<file path="src/rtl/wb_port_arbiter_pkg.sv">
// Shared constants and types for the register-file write-port arbiter.
package wb_port_arbiter_pkg;
  localparam int AW = 4;
  localparam int DW = 16;

  localparam logic SEL_A = 1'b0;
  localparam logic SEL_B = 1'b1;

  typedef enum logic {
    ST_EMPTY = 1'b0,
    ST_FULL  = 1'b1
  } state_e;
endpackage

</file>
<file path="src/rtl/wb_port_arbiter_if.sv">
// Requester and register-file write-port bundle for the write-port arbiter.
interface wb_port_arbiter_if;
  import wb_port_arbiter_pkg::*;

  logic          req_a;
  logic [AW-1:0] addr_a;
  logic [DW-1:0] data_a;
  logic          gnt_a;
  logic          req_b;
  logic [AW-1:0] addr_b;
  logic [DW-1:0] data_b;
  logic          gnt_b;
  logic          wr_rdy;
  logic          wr_en;
  logic [AW-1:0] wr_addr;
  logic [DW-1:0] wr_data;
  logic          sel;
  logic          busy;

  modport master (
    output req_a, addr_a, data_a,
    output req_b, addr_b, data_b,
    output wr_rdy,
    input  gnt_a, gnt_b,
    input  wr_en, wr_addr, wr_data,
    input  sel, busy
  );

  modport slave (
    input  req_a, addr_a, data_a,
    input  req_b, addr_b, data_b,
    input  wr_rdy,
    output gnt_a, gnt_b,
    output wr_en, wr_addr, wr_data,
    output sel, busy
  );
endinterface

</file>
<file path="src/rtl/wb_port_arbiter_mux16.sv">
// 16-bit two-input data mux shared by the write-port datapath.
module mux16 (
  input  logic [15:0] a,
  input  logic [15:0] b,
  input  logic        sel,
  output logic [15:0] y
);
  assign y = sel ? b : a;
endmodule

</file>
<file path="src/rtl/wb_port_arbiter.sv">
// Round-robin arbiter sharing the register-file write port between
// the ALU (A) and load (B) paths, with a one-entry output register.
module wb_port_arbiter
  import wb_port_arbiter_pkg::*;
(
  input logic              clk,
  input logic              rst_f,
  wb_port_arbiter_if.slave bus
);

  state_e        state_q, state_d;
  logic          last_q, last_d;
  logic [AW-1:0] addr_q, addr_d;
  logic [DW-1:0] data_q, data_d;

  logic          wr_en;
  logic          drain;
  logic          free;
  logic          gnt_a;
  logic          gnt_b;
  logic          sel;
  logic [AW-1:0] addr_mux;
  logic [DW-1:0] data_mux;

  assign wr_en = (state_q == ST_FULL);
  assign drain = wr_en & bus.wr_rdy;
  assign free  = ~wr_en | drain;

  // Held low during reset so a pending request can't win before an edge.
  always_comb begin
    gnt_a = 1'b0;
    gnt_b = 1'b0;
    if (rst_f && free) begin
      unique case (1'b1)
        bus.req_a & ~bus.req_b: gnt_a = 1'b1;
        bus.req_b & ~bus.req_a: gnt_b = 1'b1;
        bus.req_a & bus.req_b: begin
          gnt_a = (last_q == SEL_B);
          gnt_b = (last_q == SEL_A);
        end
        default: ;
      endcase
    end
  end

  assign sel      = gnt_b ? SEL_B : SEL_A;
  assign addr_mux = (sel == SEL_B) ? bus.addr_b : bus.addr_a;

  mux16 u_mux (
    .a   (bus.data_a),
    .b   (bus.data_b),
    .sel (sel),
    .y   (data_mux)
  );

  always_comb begin
    state_d = state_q;
    last_d  = last_q;
    addr_d  = addr_q;
    data_d  = data_q;
    if (gnt_a || gnt_b) begin
      state_d = ST_FULL;
      last_d  = sel;
      addr_d  = addr_mux;
      data_d  = data_mux;
    end else if (drain) begin
      state_d = ST_EMPTY;
    end
  end

  always_ff @(posedge clk or negedge rst_f) begin
    if (!rst_f) begin
      state_q <= ST_EMPTY;
      last_q  <= SEL_B;
      addr_q  <= '0;
      data_q  <= '0;
    end else begin
      state_q <= state_d;
      last_q  <= last_d;
      addr_q  <= addr_d;
      data_q  <= data_d;
    end
  end

  assign bus.gnt_a   = gnt_a;
  assign bus.gnt_b   = gnt_b;
  assign bus.sel     = sel;
  assign bus.wr_en   = wr_en;
  assign bus.wr_addr = addr_q;
  assign bus.wr_data = data_q;
  assign bus.busy    = wr_en & ~bus.wr_rdy;

endmodule

</file>
<file path="src/flat_wrapper.sv">
// flat-port wrapper written by rule: the top's interface ports become plain ports
module wb_port_arbiter_flat import wb_port_arbiter_pkg::*;
  (clk, rst_f, bus_req_a, bus_addr_a, bus_data_a, bus_req_b, bus_addr_b, bus_data_b, bus_wr_rdy, bus_gnt_a, bus_gnt_b, bus_wr_en, bus_wr_addr, bus_wr_data, bus_sel, bus_busy);
  wb_port_arbiter_if bus_i ();
  input logic clk;
  input logic rst_f;
  input wire logic [$bits(bus_i.req_a)-1:0] bus_req_a;
  input wire logic [$bits(bus_i.addr_a)-1:0] bus_addr_a;
  input wire logic [$bits(bus_i.data_a)-1:0] bus_data_a;
  input wire logic [$bits(bus_i.req_b)-1:0] bus_req_b;
  input wire logic [$bits(bus_i.addr_b)-1:0] bus_addr_b;
  input wire logic [$bits(bus_i.data_b)-1:0] bus_data_b;
  input wire logic [$bits(bus_i.wr_rdy)-1:0] bus_wr_rdy;
  output wire logic [$bits(bus_i.gnt_a)-1:0] bus_gnt_a;
  output wire logic [$bits(bus_i.gnt_b)-1:0] bus_gnt_b;
  output wire logic [$bits(bus_i.wr_en)-1:0] bus_wr_en;
  output wire logic [$bits(bus_i.wr_addr)-1:0] bus_wr_addr;
  output wire logic [$bits(bus_i.wr_data)-1:0] bus_wr_data;
  output wire logic [$bits(bus_i.sel)-1:0] bus_sel;
  output wire logic [$bits(bus_i.busy)-1:0] bus_busy;
  assign bus_i.req_a = bus_req_a;
  assign bus_i.addr_a = bus_addr_a;
  assign bus_i.data_a = bus_data_a;
  assign bus_i.req_b = bus_req_b;
  assign bus_i.addr_b = bus_addr_b;
  assign bus_i.data_b = bus_data_b;
  assign bus_i.wr_rdy = bus_wr_rdy;
  assign bus_gnt_a = bus_i.gnt_a;
  assign bus_gnt_b = bus_i.gnt_b;
  assign bus_wr_en = bus_i.wr_en;
  assign bus_wr_addr = bus_i.wr_addr;
  assign bus_wr_data = bus_i.wr_data;
  assign bus_sel = bus_i.sel;
  assign bus_busy = bus_i.busy;
  wb_port_arbiter u_core (.clk(clk), .rst_f(rst_f), .bus(bus_i));
endmodule
</file>
<file path="config.mk">
export PLATFORM = sky130hd
export DESIGN_NAME = wb_port_arbiter_flat
export DESIGN_NICKNAME = d
export VERILOG_FILES = /design/src/rtl/wb_port_arbiter_pkg.sv /design/src/rtl/wb_port_arbiter_if.sv /design/src/rtl/wb_port_arbiter_mux16.sv /design/src/rtl/wb_port_arbiter.sv /design/src/flat_wrapper.sv
export SDC_FILE = /design/constraint.sdc
export NUM_CORES = 1
export LEC_CHECK = 0
export ABC_AREA = 1
export ABC_CLOCK_PERIOD_IN_PS = 4100
export CAP_MARGIN = 10
export CELL_PAD_IN_SITES_DETAIL_PLACEMENT = 1
export CELL_PAD_IN_SITES_GLOBAL_PLACEMENT = 1
export CORE_ASPECT_RATIO = 1.4
export CORE_MARGIN = 4
export CORE_UTILIZATION = 28
export CTS_CLUSTER_DIAMETER = 80
export DETAILED_ROUTE_END_ITERATION = 7
export GPL_ROUTABILITY_DRIVEN = 0
export PLACE_DENSITY_LB_ADDON = 0.1
export SYNTH_ARGS = -nofsm -noshare
export SYNTH_HDL_FRONTEND = slang
export SYNTH_SLANG_ARGS = --single-unit
</file>
<file path="constraint.sdc">
create_clock -name clk -period 4.1 [get_ports clk]
set_clock_uncertainty 0.15 [all_clocks]
set_input_delay 0.615 -clock clk [delete_from_list [all_inputs] [get_ports clk]]
set_output_delay 0.615 -clock clk [all_outputs]
set_load 0.02 [all_outputs]
</file>
* Word-level counts from Yosys, hierarchy flattened *
Index checks and enable logic that the tools add are counted.

storage, ports and cells
  register bits = 22
  input bits = 45
  output and inout bits = 25
  word-level logic and storage cells = 27

operators by class
  mux-type cells = 9
  bitwise operators = 11
  reductions and logical operators = 3

operators by type and width
  kind                             count
  two-way mux 16 bit               1
  AND 1 bit                        5
  two-way mux 1 bit                5
  inverter 1 bit                   5
  two-way mux 4 bit                1
  case mux 1 bit (2 select lines)  2
  nonzero test 2 bit               1
  logical AND 1 bit                1
  logical OR 1 bit                 1
  OR 1 bit                         1

* Longest topological paths before layout *
  depth in word-level cells = 6
  mapped depth = 9
  depth with buffers taken out = 8

* Modules after synthesis *
A second synthesis with hierarchy kept.

second synthesis, totals
  cells, all modules = 169
  area total of the unflattened synthesis = 1,255.0 um^2

by module, submodules not included
  module           times used  cells each  area an instance (um^2)  seq. area each (um^2)
  wb_port_arbiter  1           117         1,011.0                  551.8
  mux16            1           52          244.0                    0.0

* Least setup slack after synthesis *
No wires, ideal clock.

  kind = input port to output port
  from = in bus_wr_rdy
  to = out bus_sel
  arrival = 1,239 ps
  data required time = 3,335 ps
  setup slack = 2,096 ps
  stages = 6
  buffers on the path = 2
  path through = inv_2 nand2_2 nand2_2 nor2_2 buf_4 buf_4

on the way
  word-level cells in the longest chain between the ends = 5

ends and longest elaborated chain
  item                 RTL line               RTL
  start, declared      flat_wrapper.sv:13     input wire logic [$bits(bus_i.wr_rdy)-1:0] bus_wr_rdy;
  AND 1 bit            wb_port_arbiter.sv:26  assign drain = wr_en & bus.wr_rdy;
  OR 1 bit             wb_port_arbiter.sv:27  assign free = ~wr_en | drain;
  logical AND 1 bit    wb_port_arbiter.sv:33  if (rst_f && free) begin
  two-way mux 1 bit    wb_port_arbiter.sv:33
  named net bus_gnt_b  flat_wrapper.sv:15     output wire logic [$bits(bus_i.gnt_b)-1:0] bus_gnt_b;
  two-way mux 1 bit    wb_port_arbiter.sv:46  assign sel = gnt_b ? SEL_B : SEL_A;
  end, declared        flat_wrapper.sv:19     output wire logic [$bits(bus_i.sel)-1:0] bus_sel;

The timed path passes the listed nets, and every way through them passes these cells.

* Worst setup path after layout *
  from = in bus_wr_rdy
  to = out bus_gnt_a

on the way
  word-level cells in the longest chain between the ends = 4

ends and longest elaborated chain
  item               RTL line               RTL
  AND 1 bit          wb_port_arbiter.sv:26
  OR 1 bit           wb_port_arbiter.sv:27
  logical AND 1 bit  wb_port_arbiter.sv:33
  two-way mux 1 bit  wb_port_arbiter.sv:33
  end, declared      flat_wrapper.sv:14     output wire logic [$bits(bus_i.gnt_a)-1:0] bus_gnt_a;

No other way between the ends.

==> flow_metrics.env <==
export IMPL_synth_top_area_share=0.407
export IMPL_antenna_found_initial=0
export IMPL_place_hpwl_um=3150
export IMPL_synth_fp_nets=216
export IMPL_die_w_um=65.4
export IMPL_cts_tree="built"
export IMPL_die_area_sq_mm=0.00578
export IMPL_grt_usage=0.155
export IMPL_h_tree_depth=1
export IMPL_ys_types=15
export IMPL_critPathKind="in2out"
export IMPL_grt_pass1_vias=1568
export IMPL_post_cts_resized=0
export IMPL_cp_arrival_ns=2.65
export IMPL_setup_worst_path_start="bus_wr_rdy"
export IMPL_ir_drop_mv=0.168
export IMPL_cp_endpoint="bus_gnt_a"
export IMPL_r2r_setup_slack_ns=1.75
export IMPL_synthCells=171
export IMPL_syn2layout_area_growth_pct=58.7
export IMPL_diodes=0
export IMPL_hold_class="reg2reg"
export IMPL_grt_max_degree=24
export IMPL_clock_tree_root_cell="clkbuf_8"
export IMPL_rr_startpoint="u_core.bus.wr_en"
export IMPL_grt_pass1_wl_um=7240
export IMPL_clkTransAtPathRegs_ns=0.08
export IMPL_vias=1388
export IMPL_core_rowCount=29
export IMPL_antenna_left=0
export IMPL_clock_sinks=22
export IMPL_tightest_slew_ns=0.668
export IMPL_rsz0062_at_grt="false"
export IMPL_timing_fmax_mhz=292
export IMPL_p_leak_uw=0.000974
export IMPL_fin_crit_sh=0.834
export IMPL_initial_utilization=0.287
export IMPL_synth_edf_count=0
export IMPL_tns_ns=0
export IMPL_grt_overflow_total=0
export IMPL_fin_ws_ns=0.680
export IMPL_synth_most_common_cell="nand2_1"
export IMPL_slew_violations=0
export IMPL_end_kind="output pin"
export IMPL_post_synth_top_area_cell="dfrtp_1"
export IMPL_first_iter_violations=59
export IMPL_setup_viol=0
export IMPL_pre_cts_slack_ns=0.656
export IMPL_yosys_top_cells_count="nand2_1, nand3_1, inv_1, dfrtp_1, o21bai_1"
export IMPL_synth_top_flop_cell="dfrtp_1"
export IMPL_avgSynthCellArea_sq_um=7.55
export IMPL_wirelength_um=4250
export IMPL_drive_gt1_frac=0.0596
export IMPL_cp_required_ns=3.34
export IMPL_ys_ff_latch=22
export IMPL_worst_r2r_endpoint="u_core.bus.wr_data[6]"
export IMPL_pin_count=70
export IMPL_cts_buffers_inserted=3
export IMPL_ff2ff_path_depth=7
export IMPL_avgViaCountPerCell=4.67
export IMPL_io_buffer_count=69
export IMPL_cts_hold_buf=0
export IMPL_wire_per_inst_um=14.3
export IMPL_postCtsSetupBuffers=0
export IMPL_holdPathStages=2
export IMPL_clock_path_buffers=2
export IMPL_ys_warnings_count=0
export IMPL_synthArstFlopShare=1.00
export IMPL_slew_headroom=0.554
export IMPL_route_detailed_drc=0
export IMPL_drtPass1Iterations=4
export IMPL_finalCriticalPeriod_ns=3.42
export IMPL_maxCapViolations=0
export IMPL_die_h_um=88.4
export IMPL_synth_seq_area_share=0.427
export IMPL_cp_start_kind="input pin"
export IMPL_final_util=0.456
export IMPL_core_sq_mm=0.00450
export IMPL_status="finished clean"
export IMPL_netlist_area_sq_mm=0.00129
export IMPL_clk_latency_ns=0.25
export IMPL_synth_area_leaders="dfrtp_1, nand3_1, nand2_1"
export IMPL_power_density_mw_per_mm2=440
export IMPL_nets=281
export IMPL_hold_viol_final=0
export IMPL_critPathMaxFanout=23
export IMPL_fillers=576
## logic make-up after synthesis
group	synth area share
flip-flops	0.427
buffers and inverters	0.139
AND/OR/NAND/NOR	0.308
AO/OA/AOI/OAI	0.126
## cell type report
type	count	area [sq um]	share of cell area
repair buffers	73	721	0.352
multi-input cells	111	561	0.274
flip-flops and latches	22	552	0.269
inverters	25	93.8	0.0458
well taps	62	77.6	0.0379
clock buffers	4	45.0	0.0220
## critical path: stages
cell             delay, ns
clkdlybuf4s50_1       0.48
inv_2                 0.04
nand2_2               0.09
nand2_2               0.27
inv_2                 0.12
nand2_2               0.27
inv_1                 0.15
clkdlybuf4s50_1       0.62
## power by group
group	leakage [uW]	switching, uW	internal [uW]
registers	0.000268	43.4	288
clock network	0.0000228	69.8	69.2
logic	0.000683	222	209
total	0.000974	335	566
## state kept, by name, indices dropped and copies added, names as in the netlist
register	cells
u_core.bus.wr_data	16
u_core.bus.wr_addr	4
u_core.bus.wr_en	1
u_core.last_q	1
## placed cells by master (no fill, tap or decap), drive strengths merged
cell type      synthesis  final
a21boi                 1      1
buf                   13      4
clkbuf                 0      4
clkdlybuf4s50          0     69
dfrtp                 21     21
dfstp                  1      1
inv                   25     25
nand2                 46     46
nand3                 41     41
nand4                  1      1
nor2                   1      1
o21ai                  1      1
o21bai                20     20
## worst min path at each step
stage                           from               endpoint  slack, ns
3_3_place_gp   u_core.bus.wr_data[1]  u_core.bus.wr_data[1]       0.35
6_report       u_core.bus.wr_data[9]  u_core.bus.wr_data[9]       0.37
2_1_floorplan                  rst_f  u_core.bus.wr_addr[0]       0.17
3_5_place_dp   u_core.bus.wr_data[5]  u_core.bus.wr_data[5]       0.35
4_1_cts        u_core.bus.wr_data[9]  u_core.bus.wr_data[9]       0.38
5_1_grt        u_core.bus.wr_addr[1]  u_core.bus.wr_addr[1]       0.41
## layer usage
metal | track usage | share of wire
met1 | 0.180 | 0.42
met2 | 0.289 | 0.51
met3 | 0.0318 | 0.063
met4 | 0.0396 | 0.0099
met5 | 0 | 0
## stage by stage
step	instance area, sq um	power (uW)	instances	hold WS (ns)
3_5_place_dp	2000	773	293	0.352
5_1_grt	2050	965	297	0.411
4_1_cts	2050	919	297	0.376
6_report	2050	901	297	0.371
3_3_place_gp	2000	762	293	0.349
2_1_floorplan	1290	549	171	0.169
(Power assumes the default switching activity.)
